==> src/rtl/seq_divider_pkg.sv <==
// Shared definitions for the sequential restoring divider: FSM encoding,
// default operand width and the iteration-counter sizing helper.
package seq_divider_pkg;

    typedef enum logic [1:0] {
        IDLE = 2'd0,
        RUN  = 2'd1,
        DONE = 2'd2
    } state_e;

    localparam int DEFAULT_WIDTH = 8;

    // Counter must hold the value WIDTH itself, hence WIDTH+1 codes.
    function automatic int cnt_width(input int w);
        return $clog2(w + 1);
    endfunction

endpackage

==> src/rtl/seq_divider_step.sv <==
// One restoring-division step: shift in the next dividend bit, trial-subtract
// the divisor and keep the difference only when it does not go negative.
module div_step
    import seq_divider_pkg::*;
#(
    parameter int WIDTH = DEFAULT_WIDTH
) (
    input  logic [WIDTH-1:0] rem_i,
    input  logic             bit_i,
    input  logic [WIDTH-1:0] divisor_i,
    output logic [WIDTH-1:0] rem_o,
    output logic             q_o
);

    logic [WIDTH:0] shifted;
    logic [WIDTH:0] diff;
    logic [WIDTH:0] kept;
    logic           borrow;
    logic           unused_kept_msb;

    assign shifted         = {rem_i, bit_i};
    assign {borrow, diff}  = {1'b0, shifted} - {2'b00, divisor_i};
    assign q_o             = ~borrow;
    assign kept            = q_o ? diff : shifted;
    // The kept value is always below the divisor, so its top bit is zero.
    assign rem_o           = kept[WIDTH-1:0];
    assign unused_kept_msb = kept[WIDTH];

endmodule

==> src/rtl/seq_divider.sv <==
// Sequential unsigned divider, one quotient bit per cycle (MSB first).
// Divide-by-zero short-circuits straight to DONE with saturated quotient.
module seq_divider
    import seq_divider_pkg::*;
#(
    parameter int WIDTH = DEFAULT_WIDTH
) (
    input  logic             clk,
    input  logic             rst,
    input  logic             start,
    input  logic [WIDTH-1:0] dividend,
    input  logic [WIDTH-1:0] divisor,
    output logic             busy,
    output logic             done,
    output logic [WIDTH-1:0] quotient,
    output logic [WIDTH-1:0] remainder,
    output logic             div_by_zero
);

    localparam int CW = cnt_width(WIDTH);

    state_e           state_q, state_d;
    logic [CW-1:0]    cnt_q, cnt_d;
    logic [WIDTH-1:0] shreg_q, shreg_d;
    logic [WIDTH-1:0] dvs_q, dvs_d;
    logic [WIDTH-1:0] rem_q, rem_d;
    logic [WIDTH-1:0] quo_q, quo_d;
    logic [WIDTH-1:0] remo_q, remo_d;
    logic             dbz_q, dbz_d;

    logic [WIDTH-1:0] step_rem;
    logic             step_q;

    // shreg_q shifts dividend bits out of the top while quotient bits enter
    // at the bottom; after WIDTH steps it holds the full quotient.
    div_step #(.WIDTH(WIDTH)) u_step (
        .rem_i     (rem_q),
        .bit_i     (shreg_q[WIDTH-1]),
        .divisor_i (dvs_q),
        .rem_o     (step_rem),
        .q_o       (step_q)
    );

    always_comb begin
        state_d = state_q;
        cnt_d   = cnt_q;
        shreg_d = shreg_q;
        dvs_d   = dvs_q;
        rem_d   = rem_q;
        quo_d   = quo_q;
        remo_d  = remo_q;
        dbz_d   = dbz_q;
        case (state_q)
            IDLE, DONE: begin
                if (state_q == DONE) begin
                    state_d = IDLE;
                end
                if (start) begin
                    shreg_d = dividend;
                    dvs_d   = divisor;
                    rem_d   = '0;
                    dbz_d   = 1'b0;
                    if (divisor == '0) begin
                        state_d = DONE;
                        cnt_d   = '0;
                        quo_d   = '1;
                        remo_d  = dividend;
                        dbz_d   = 1'b1;
                    end else begin
                        state_d = RUN;
                        cnt_d   = CW'(WIDTH);
                    end
                end
            end
            RUN: begin
                rem_d   = step_rem;
                shreg_d = {shreg_q[WIDTH-2:0], step_q};
                cnt_d   = cnt_q - CW'(1);
                if (cnt_q == CW'(1)) begin
                    state_d = DONE;
                    quo_d   = {shreg_q[WIDTH-2:0], step_q};
                    remo_d  = step_rem;
                end
            end
            default: state_d = IDLE;
        endcase
    end

    always_ff @(posedge clk) begin
        if (rst) begin
            state_q <= IDLE;
            cnt_q   <= '0;
            shreg_q <= '0;
            dvs_q   <= '0;
            rem_q   <= '0;
            quo_q   <= '0;
            remo_q  <= '0;
            dbz_q   <= 1'b0;
        end else begin
            state_q <= state_d;
            cnt_q   <= cnt_d;
            shreg_q <= shreg_d;
            dvs_q   <= dvs_d;
            rem_q   <= rem_d;
            quo_q   <= quo_d;
            remo_q  <= remo_d;
            dbz_q   <= dbz_d;
        end
    end

    assign busy        = (state_q == RUN);
    assign done        = (state_q == DONE);
    assign quotient    = quo_q;
    assign remainder   = remo_q;
    assign div_by_zero = dbz_q;

endmodule

==> config.mk <==
export PLATFORM = sky130hd
export DESIGN_NAME = seq_divider
export DESIGN_NICKNAME = d
export VERILOG_FILES = /design/src/rtl/seq_divider_pkg.sv /design/src/rtl/seq_divider_step.sv /design/src/rtl/seq_divider.sv
export SDC_FILE = /design/constraint.sdc
export NUM_CORES = 1
export LEC_CHECK = 0
export CORE_AREA = 2 2 91 58
export DETAILED_ROUTE_END_ITERATION = 8
export DIE_AREA = 0 0 93 60
export GPL_TIMING_DRIVEN = 0
export PLACE_DENSITY = 0.79
export SLEW_MARGIN = 20
export SYNTH_ARGS = -nofsm -noshare
export SYNTH_HDL_FRONTEND = slang
export SYNTH_SLANG_ARGS = --single-unit
export TNS_END_PERCENT = 5
==> constraint.sdc <==
create_clock -name clk -period 4.1 [get_ports clk]
set_clock_uncertainty 0.2 [all_clocks]
set_input_delay 1.23 -clock clk [delete_from_list [all_inputs] [get_ports clk]]
set_output_delay 1.23 -clock clk [all_outputs]
set_load 0.01 [all_outputs]
==> run metrics, run 1 <==
row count 20; number of antenna violations at the first check in global routing 0; fillers 452; Cell Int Power 0.000769 W; relative contribution of sequential cells to total power 0.442; Antenna Diode Count 0; worst setup path startpoint state_q[0]; category of the worst setup path launch point flop; number of setup buffers added after CTS 0; switching power total 0.000399 W; total CTS buffers 5; data arrival time at the worst-slack endpoint 2.02 ns; maximum clock rate 0.290 GHz; top post-synthesis cells by area sky130_fd_sc_hd__dfxtp_1, sky130_fd_sc_hd__nand2_1, sky130_fd_sc_hd__nor2_1, sky130_fd_sc_hd__ha_1, sky130_fd_sc_hd__a311oi_1; CTS tree yes; fraction of final layout cells sized beyond drive strength 1 0.0629; quantity of gates resized following cts 0; post-DR vias/cell 5.61; combinational share of power 0.316; HPWL after DPL 4.61 mm; kind of end point of the critical path output port; total DRC errors in the routed layout 0; Avg Synthesized Cell Area 7.97 um2; CTS Sinks 47; final setup violation count 0; # Max-Cap Violations 0; slew at the pin closest to its max-slew limit 0.782 ns; final period demand of the worst path 3.45 ns; Syn Inst Count 291; vias in the first global route 1911; global router's overall resource usage 0.225; H-tree lvl count 2; width of the die 93 um; unique cell type count in the Yosys netlist 47; proportion of total power due to net switching 0.342; total gr overflow 0; setup total negative slack 0 ns; die boundary height 60 um; total via count after detailed routing 2242; HP Class flop to flop; Antenna Nets Post-Route 0; aggregate routed wire length 6.04 mm; worst hold margin 0.258 ns; run status completed; headroom to the max-slew limit 0.477; root buffer cell sky130_fd_sc_hd__clkbuf_8; number of max-slew violations in the final report 0; routability congestion estimate 0.910; Iter 0 DRT Violations 132; die footprint 5580 um2; power per standard cell area 410 nW/um2; cell area after synthesis 2320 um2; Worst Path Required 2.67 ns; GR Util met3 0.0668; Max Root-Sink Buffers 2; Worst Reg-to-Reg Cells 8; number of register bits inferred by synthesis 47; pin count of the biggest net entering global routing 14; library cell with the largest summed area after synthesis sky130_fd_sc_hd__dfxtp_1; core region area 4800 um2; fraction of the cycle the final worst path needs 0.841; sequential cell area 941 um2; fraction of registers with async set or reset after synthesis 0; synthesized netlist net count 321; IO Count 38; worst reg2reg endpoint remainder[1]; fraction of the yosys area taken by sequential cells 0.406; per-cell routed wire length 15.1 um; met1 usage in global routing 0.333; met2 routing resource usage after global routing 0.322; placed cell count 393; total of buffers placed on input and output ports 36; layer carrying the most global-route usage met1; source of the worst register-to-register timing path dvs_q[6]; maximum vdd drop 0.217 mV; non-filler cells, final 400; nets 364; Worst-path clk slew 0.08 ns; area growth from synthesis to final layout 22.9%; slack of the worst reg-to-reg path 1.48 ns; Pleak 1.07 nW; setup repair after global routing missed its margin false; share of the synthesized area in the top cell type 0.406; clk_lat worst skew 0.30 ns; yosys warns 0; total area of multi-input combinational cells 1260 um2; CP Class flop to output port; dominant register cell in the synthesized netlist sky130_fd_sc_hd__dfxtp_1; wire length of the first global-routing pass 9.47 mm; capture point of the worst path busy; # hold bufs at CTS 0; effective utilization at floorplan 0.483; number of enable-type register cells in the synthesized netlist 0; portion of total power attributed to the clock network 0.242; maximum net fanout on the critical path 10; number of detailed-route iterations in the first pass 5; Hold Violations, Final 0
[cell usage in the layout (no fill, tap or decap), types with 3 or more instances in the layout]
cell type / n
sky130_fd_sc_hd__nand2_1: 51
sky130_fd_sc_hd__dfxtp_1: 47
sky130_fd_sc_hd__nor2_1: 37
sky130_fd_sc_hd__clkdlybuf4s50_1: 36
sky130_fd_sc_hd__a21oi_1: 24
sky130_fd_sc_hd__nor3_1: 17
sky130_fd_sc_hd__a311oi_1: 14
sky130_fd_sc_hd__inv_1: 13
sky130_fd_sc_hd__clkbuf_1: 10
sky130_fd_sc_hd__ha_1: 10
sky130_fd_sc_hd__o21ai_0: 6
sky130_fd_sc_hd__clkbuf_8: 6
sky130_fd_sc_hd__nor2b_1: 5
sky130_fd_sc_hd__nand2b_1: 4
sky130_fd_sc_hd__a31oi_1: 4
sky130_fd_sc_hd__buf_2: 3
sky130_fd_sc_hd__buf_1: 3
sky130_fd_sc_hd__o21a_1: 3
[cells in the mapped netlist, types with 2 or more instances]
| master | count |
|---|---|
| sky130_fd_sc_hd__nand2_1 | 51 |
| sky130_fd_sc_hd__nor4_1 | 2 |
| sky130_fd_sc_hd__a22oi_1 | 2 |
| sky130_fd_sc_hd__nand3_1 | 2 |
| sky130_fd_sc_hd__nand4_1 | 2 |
| sky130_fd_sc_hd__nand2b_1 | 4 |
| sky130_fd_sc_hd__o211ai_2 | 2 |
| sky130_fd_sc_hd__o21ai_2 | 2 |
| sky130_fd_sc_hd__ha_1 | 10 |
| sky130_fd_sc_hd__inv_1 | 13 |
| sky130_fd_sc_hd__o21ai_0 | 6 |
| sky130_fd_sc_hd__nor2_1 | 37 |
| sky130_fd_sc_hd__a211oi_1 | 2 |
| sky130_fd_sc_hd__dfxtp_1 | 47 |
| sky130_fd_sc_hd__clkbuf_1 | 10 |
| sky130_fd_sc_hd__buf_2 | 3 |
| sky130_fd_sc_hd__nor2b_1 | 5 |
| sky130_fd_sc_hd__a211o_1 | 2 |
| sky130_fd_sc_hd__o21a_1 | 3 |
| sky130_fd_sc_hd__or3_1 | 2 |
| sky130_fd_sc_hd__nor3_1 | 17 |
| sky130_fd_sc_hd__a31oi_1 | 4 |
| sky130_fd_sc_hd__a21oi_1 | 24 |
| sky130_fd_sc_hd__buf_1 | 3 |
| sky130_fd_sc_hd__a311oi_1 | 14 |
[cells by family after synthesis]
logic type / share of synthesized area
fa+ha+maj: 0.0626
flops: 0.406
xor+xnor: 0.00378
simple gates: 0.242
mux: 0.00432
compound gates: 0.230
buf+inv: 0.0507
[stage by stage]
stage               worst slack (ns)  utilization  area (um2)  total power [W]
floorplan                       1.43            -        2320         0.000785
global placement               0.654        0.575        2760         0.000878
detailed placement             0.636        0.575        2760         0.000889
CTS                            0.688        0.593        2850          0.00117
global route                   0.565        0.593        2850          0.00124
finish                         0.651        0.593        2850          0.00117
[power groups by stage]
stage | Sequential [W] | Clock (W) | Combinational, W
4_1_cts | 0.000515 | 0.000289 | 0.000365
3_3_place_gp | 0.000524 | 0 | 0.000354
2_1_floorplan | 0.000521 | 0 | 0.000265
5_1_grt | 0.000519 | 0.000312 | 0.000405
6_report | 0.000516 | 0.000283 | 0.000369
3_5_place_dp | 0.000526 | 0 | 0.000363
[routing by layer]
layer	vias up	wire length, um
li1	1117	-
met1	1035	2900
met2	84	2530
met3	6	566
met4	0	46
met5	-	0
[area by class of cell]
cell class / count / share of cell area
plain buffers: 16 / 0.0224
clock buffers: 6 / 0.0290
clock inverters: 1 / 0.00176
inverters: 14 / 0.0189
multi-input cells: 214 / 0.442
flip-flops and latches: 47 / 0.330
well taps: 66 / 0.0290
repair buffers: 36 / 0.126
[worst min-delay path by stage]
stage,start,to,slack [ns],depth (start not counted)
floorplan,rem_q[7],rem_q[7],0.24,2
global placement,dvs_q[5],dvs_q[5],0.25,2
detailed placement,dvs_q[3],dvs_q[3],0.25,2
CTS,dvs_q[3],dvs_q[3],0.26,2
global route,dvs_q[5],dvs_q[5],0.29,2
finish,dvs_q[3],dvs_q[3],0.26,2
[sequential cells by signal (all words and copies together) (netlist names)]
signal,flops
rem_q,8
remainder,8
cnt_q,4
state_q,2
shreg_q,8
quotient,8
dvs_q,8
div_by_zero,1
[critical path: stages, from the launching register on]
cell,delay (ns)
sky130_fd_sc_hd__dfxtp_1,0.41
sky130_fd_sc_hd__nand2b_1,0.08
sky130_fd_sc_hd__buf_2,0.20
sky130_fd_sc_hd__clkinv_2,0.16
sky130_fd_sc_hd__buf_2,0.28
sky130_fd_sc_hd__clkdlybuf4s50_1,0.59
No activity file was read; power rests on OpenSTA's default activity.
==> inputs of run 2 (changes only) <==
--- a/config.mk
+++ b/config.mk
@@ -5,11 +5,11 @@
 export SDC_FILE = /design/constraint.sdc
 export NUM_CORES = 1
 export LEC_CHECK = 0
-export CORE_AREA = 2 2 91 58
+export CORE_AREA = 2 2 93 59
 export DETAILED_ROUTE_END_ITERATION = 8
-export DIE_AREA = 0 0 93 60
+export DIE_AREA = 0 0 95 61
 export GPL_TIMING_DRIVEN = 0
-export PLACE_DENSITY = 0.79
+export PLACE_DENSITY = 0.8
 export SLEW_MARGIN = 20
 export SYNTH_ARGS = -nofsm -noshare
 export SYNTH_HDL_FRONTEND = slang
==> constraint.sdc (replaced) <==
create_clock -name clk -period 2.97 [get_ports clk]
set_clock_uncertainty 0.2 [all_clocks]
set_input_delay 0.891 -clock clk [delete_from_list [all_inputs] [get_ports clk]]
set_output_delay 0.891 -clock clk [all_outputs]
set_load 0.01 [all_outputs]
==> run metrics, run 2 (synthesis gave the netlist of run 1 again) <==
run status completed; total of buffers placed on input and output ports 36 (unchanged); fraction of the cycle the final worst path needs 0.963; global router's overall resource usage 0.217 (-0.00735); relative contribution of sequential cells to total power 0.441 (about the same); most common library cell in the layout ignoring fill and taps sky130_fd_sc_hd__nand2_1; Worst Min Path Start dvs_q[6]; Worst-path clk slew 0.09 ns (about the same); nets 363 (-0.27%); area growth from synthesis to final layout 23.1%; power per standard cell area 564 nW/um2 (+38%); DP Area 2760 um2 (unchanged); setup repair after global routing missed its margin false; Min-Delay Path Depth 2 (unchanged); fraction of final layout cells sized beyond drive strength 1 0.0629 (unchanged); maximum net fanout on the critical path 18 (+8); setup total negative slack 0 ns (unchanged); Hold Violations, Final 0 (unchanged); H-tree lvl count 2 (unchanged); Iter 0 DRT Violations 134 (+1.5%); total CTS buffers 5 (unchanged); post-DR vias/cell 5.51 (-1.7%); # Max-Cap Violations 0 (unchanged); slew at the pin closest to its max-slew limit 0.760 ns (-0.0215 ns); width of the die 95 um (+2.2%); die footprint 5800 um2 (+3.9%); pin count of the biggest net entering global routing 19 (+5); combinational share of power 0.318 (+0.002); Antenna Nets Post-Route 0 (unchanged); clk_lat worst skew 0.30 ns (about the same); HPWL after DPL 4.65 mm (+0.70%); Finished Cell Area 2850 um2 (+0.18%); Worst Path Required 1.88 ns (-0.79 ns); routability congestion estimate 0.877 (-3.6%); number of detailed-route iterations in the first pass 5 (unchanged); row count 20 (unchanged); terminating pin of the worst hold path dvs_q[6]; Critical Path, Cell by Cell nand2b_1, buf_2, inv_4, clkdlybuf4s50_1; root buffer cell sky130_fd_sc_hd__clkbuf_8; Antenna Diode Count 0 (unchanged); maximum clock rate 0.350 GHz; Pleak 1.06 nW (-0.69%); data arrival time at the worst-slack endpoint 1.77 ns (-0.25 ns); aggregate routed wire length 5.96 mm (-1.4%); portion of total power attributed to the clock network 0.241 (about the same); total DRC errors in the routed layout 0 (unchanged); HP Class flop to flop; PnR Total Power 0.00161 W (+38%); total gr overflow 0 (unchanged); number of max-slew violations in the final report 0 (unchanged); delay of the slowest cell on the worst path 0.58 ns (about the same); source of the worst register-to-register timing path dvs_q[6]; final period demand of the worst path 2.86 ns; Cell Int Power 0.00104 W (+36%); headroom to the max-slew limit 0.491 (+0.0144); CTS Sinks 47 (unchanged); switching power total 0.000567 W (+42%); CP Class flop to output port; Worst Reg-to-Reg Cells 8 (unchanged); commonest cells after routing, fill and taps aside sky130_fd_sc_hd__nand2_1, sky130_fd_sc_hd__dfxtp_1, sky130_fd_sc_hd__nor2_1; number of antenna violations at the first check in global routing 0 (unchanged); Max Root-Sink Buffers 2 (unchanged); # hold bufs at CTS 0 (unchanged); vias in the first global route 1934 (+1.2%); per-cell routed wire length 14.9 um (-1.4%); wire length of the first global-routing pass 9.52 mm (+0.44%); total via count after detailed routing 2203 (-1.7%); worst reg2reg endpoint remainder[1]; CP max-delay cell sky130_fd_sc_hd__clkdlybuf4s50_1; die boundary height 61 um (+1.7%); effective utilization at floorplan 0.470 (-0.0122); maximum vdd drop 0.253 mV (+17%); final setup violation count 0 (unchanged); CTS tree yes; proportion of total power due to net switching 0.352 (+0.0106); kind of end point of the critical path output port; IO Count 38 (unchanged); category of the worst setup path launch point flop; core region area 4930 um2 (+2.6%); slack of the worst reg-to-reg path 0.29 ns (-1.19 ns)
==> run 2: cell types whose count changed in the layout (fill, tap and decap cells not counted) <==
| cell | delta |
|---|---|
| sky130_fd_sc_hd__o21ai_4 | +1 |
| sky130_fd_sc_hd__clkinv_2 | -1 |
| sky130_fd_sc_hd__clkbuf_1 | +1 |
| sky130_fd_sc_hd__buf_2 | -1 |
| sky130_fd_sc_hd__o21ai_1 | -1 |
| sky130_fd_sc_hd__clkbuf_8 | -1 |
| sky130_fd_sc_hd__clkinvlp_4 | +1 |
| sky130_fd_sc_hd__inv_4 | +1 |
==> run 2: power by group through the flow <==
stage / sequential (W) / clock (W) / combinational (W)
2_1_floorplan: 0.000719 / 0 / 0.000366
3_5_place_dp: 0.000725 / 0 / 0.000503
5_1_grt: 0.000717 / 0.000417 / 0.000567
6_report: 0.000711 / 0.000388 / 0.000512
4_1_cts: 0.000710 / 0.000394 / 0.000504
3_3_place_gp: 0.000724 / 0 / 0.000488
==> run 2: layer usage <==
metal,track usage,part of all wire
met1,0.330,0.51
met2,0.307,0.40
met3,0.0559,0.079
met4,0.0518,0.013
met5,0,0
==> run 2: stage by stage <==
stage                     hold slack, ns  setup slack (ns)  instances  utilization
after detailed placement           0.247            -0.205        393        0.560
after floorplan                    0.236             0.637        291            -
after global routing               0.277           0.00971        400        0.579
after CTS                          0.259            0.0379        400        0.576
after global placement             0.243            -0.142        393        0.560
final                              0.258             0.109        400        0.579
==> run 2: worst max-delay path, delay by kind of cell (launching register included) <==
kind / cells / cell delay [ns]
buf+inv: 3 / 0.99
flops: 1 / 0.40
simple gates: 1 / 0.07
==> run 2: worst max path at each step <==
stage | depth (start not counted) | from | slack, ns | to
6_report | 4 | state_q[0] | 0.11 | busy
5_1_grt | 7 | divisor[7] | 0.01 | quotient[0]
4_1_cts | 4 | state_q[0] | 0.04 | busy
3_5_place_dp | 7 | divisor[7] | -0.20 | remainder[7]
3_3_place_gp | 7 | divisor[7] | -0.14 | remainder[4]
2_1_floorplan | 6 | divisor[7] | 0.64 | remainder[4]
==> run 2: repair_timing <==
| action | in CTS | in global routing |
|---|---|---|
| buffers inserted | 0 | 0 |
| gates resized for setup | 0 | 3 |
| setup endpoints to repair | 1 | 3 |
==> run 2: layout make-up <==
type,count,area (um2)
inverters,14,55.1
repair buffers,36,360
multi-input cells,214,1270
well taps,66,82.6
flip-flops and latches,47,941
clock buffers,6,72.6
clock inverters,2,12.5
plain buffers,15,58.8
fillers,442,2080
==> inputs of run 3 (changes only) <==
--- a/config.mk
+++ b/config.mk
@@ -5,12 +5,11 @@
 export SDC_FILE = /design/constraint.sdc
 export NUM_CORES = 1
 export LEC_CHECK = 0
-export CORE_AREA = 2 2 93 59
+export CORE_AREA = 2 2 91 58
 export DETAILED_ROUTE_END_ITERATION = 8
-export DIE_AREA = 0 0 95 61
+export DIE_AREA = 0 0 93 60
 export GPL_TIMING_DRIVEN = 0
-export PLACE_DENSITY = 0.8
-export SLEW_MARGIN = 20
+export PLACE_DENSITY = 0.79
 export SYNTH_ARGS = -nofsm -noshare
 export SYNTH_HDL_FRONTEND = slang
 export SYNTH_SLANG_ARGS = --single-unit
==> constraint.sdc (replaced) <==
create_clock -name clk -period 3.3 [get_ports clk]
set_clock_uncertainty 0.2 [all_clocks]
set_input_delay 0.99 -clock clk [delete_from_list [all_inputs] [get_ports clk]]
set_output_delay 0.99 -clock clk [all_outputs]
set_load 0.01 [all_outputs]
==> results of run 3 <==
Same layout as run 1 (identical final DEF). Status: completed.
Main changes from that run: setup slack after placement 0.636 ns -> 0.0758 ns; setup slack after layout 0.651 ns -> 0.0906 ns; register-to-register setup slack 1.48 ns -> 0.68 ns; total power 0.00117 W -> 0.00145 W; worst IR drop on VDD 0.217 mV -> 0.269 mV
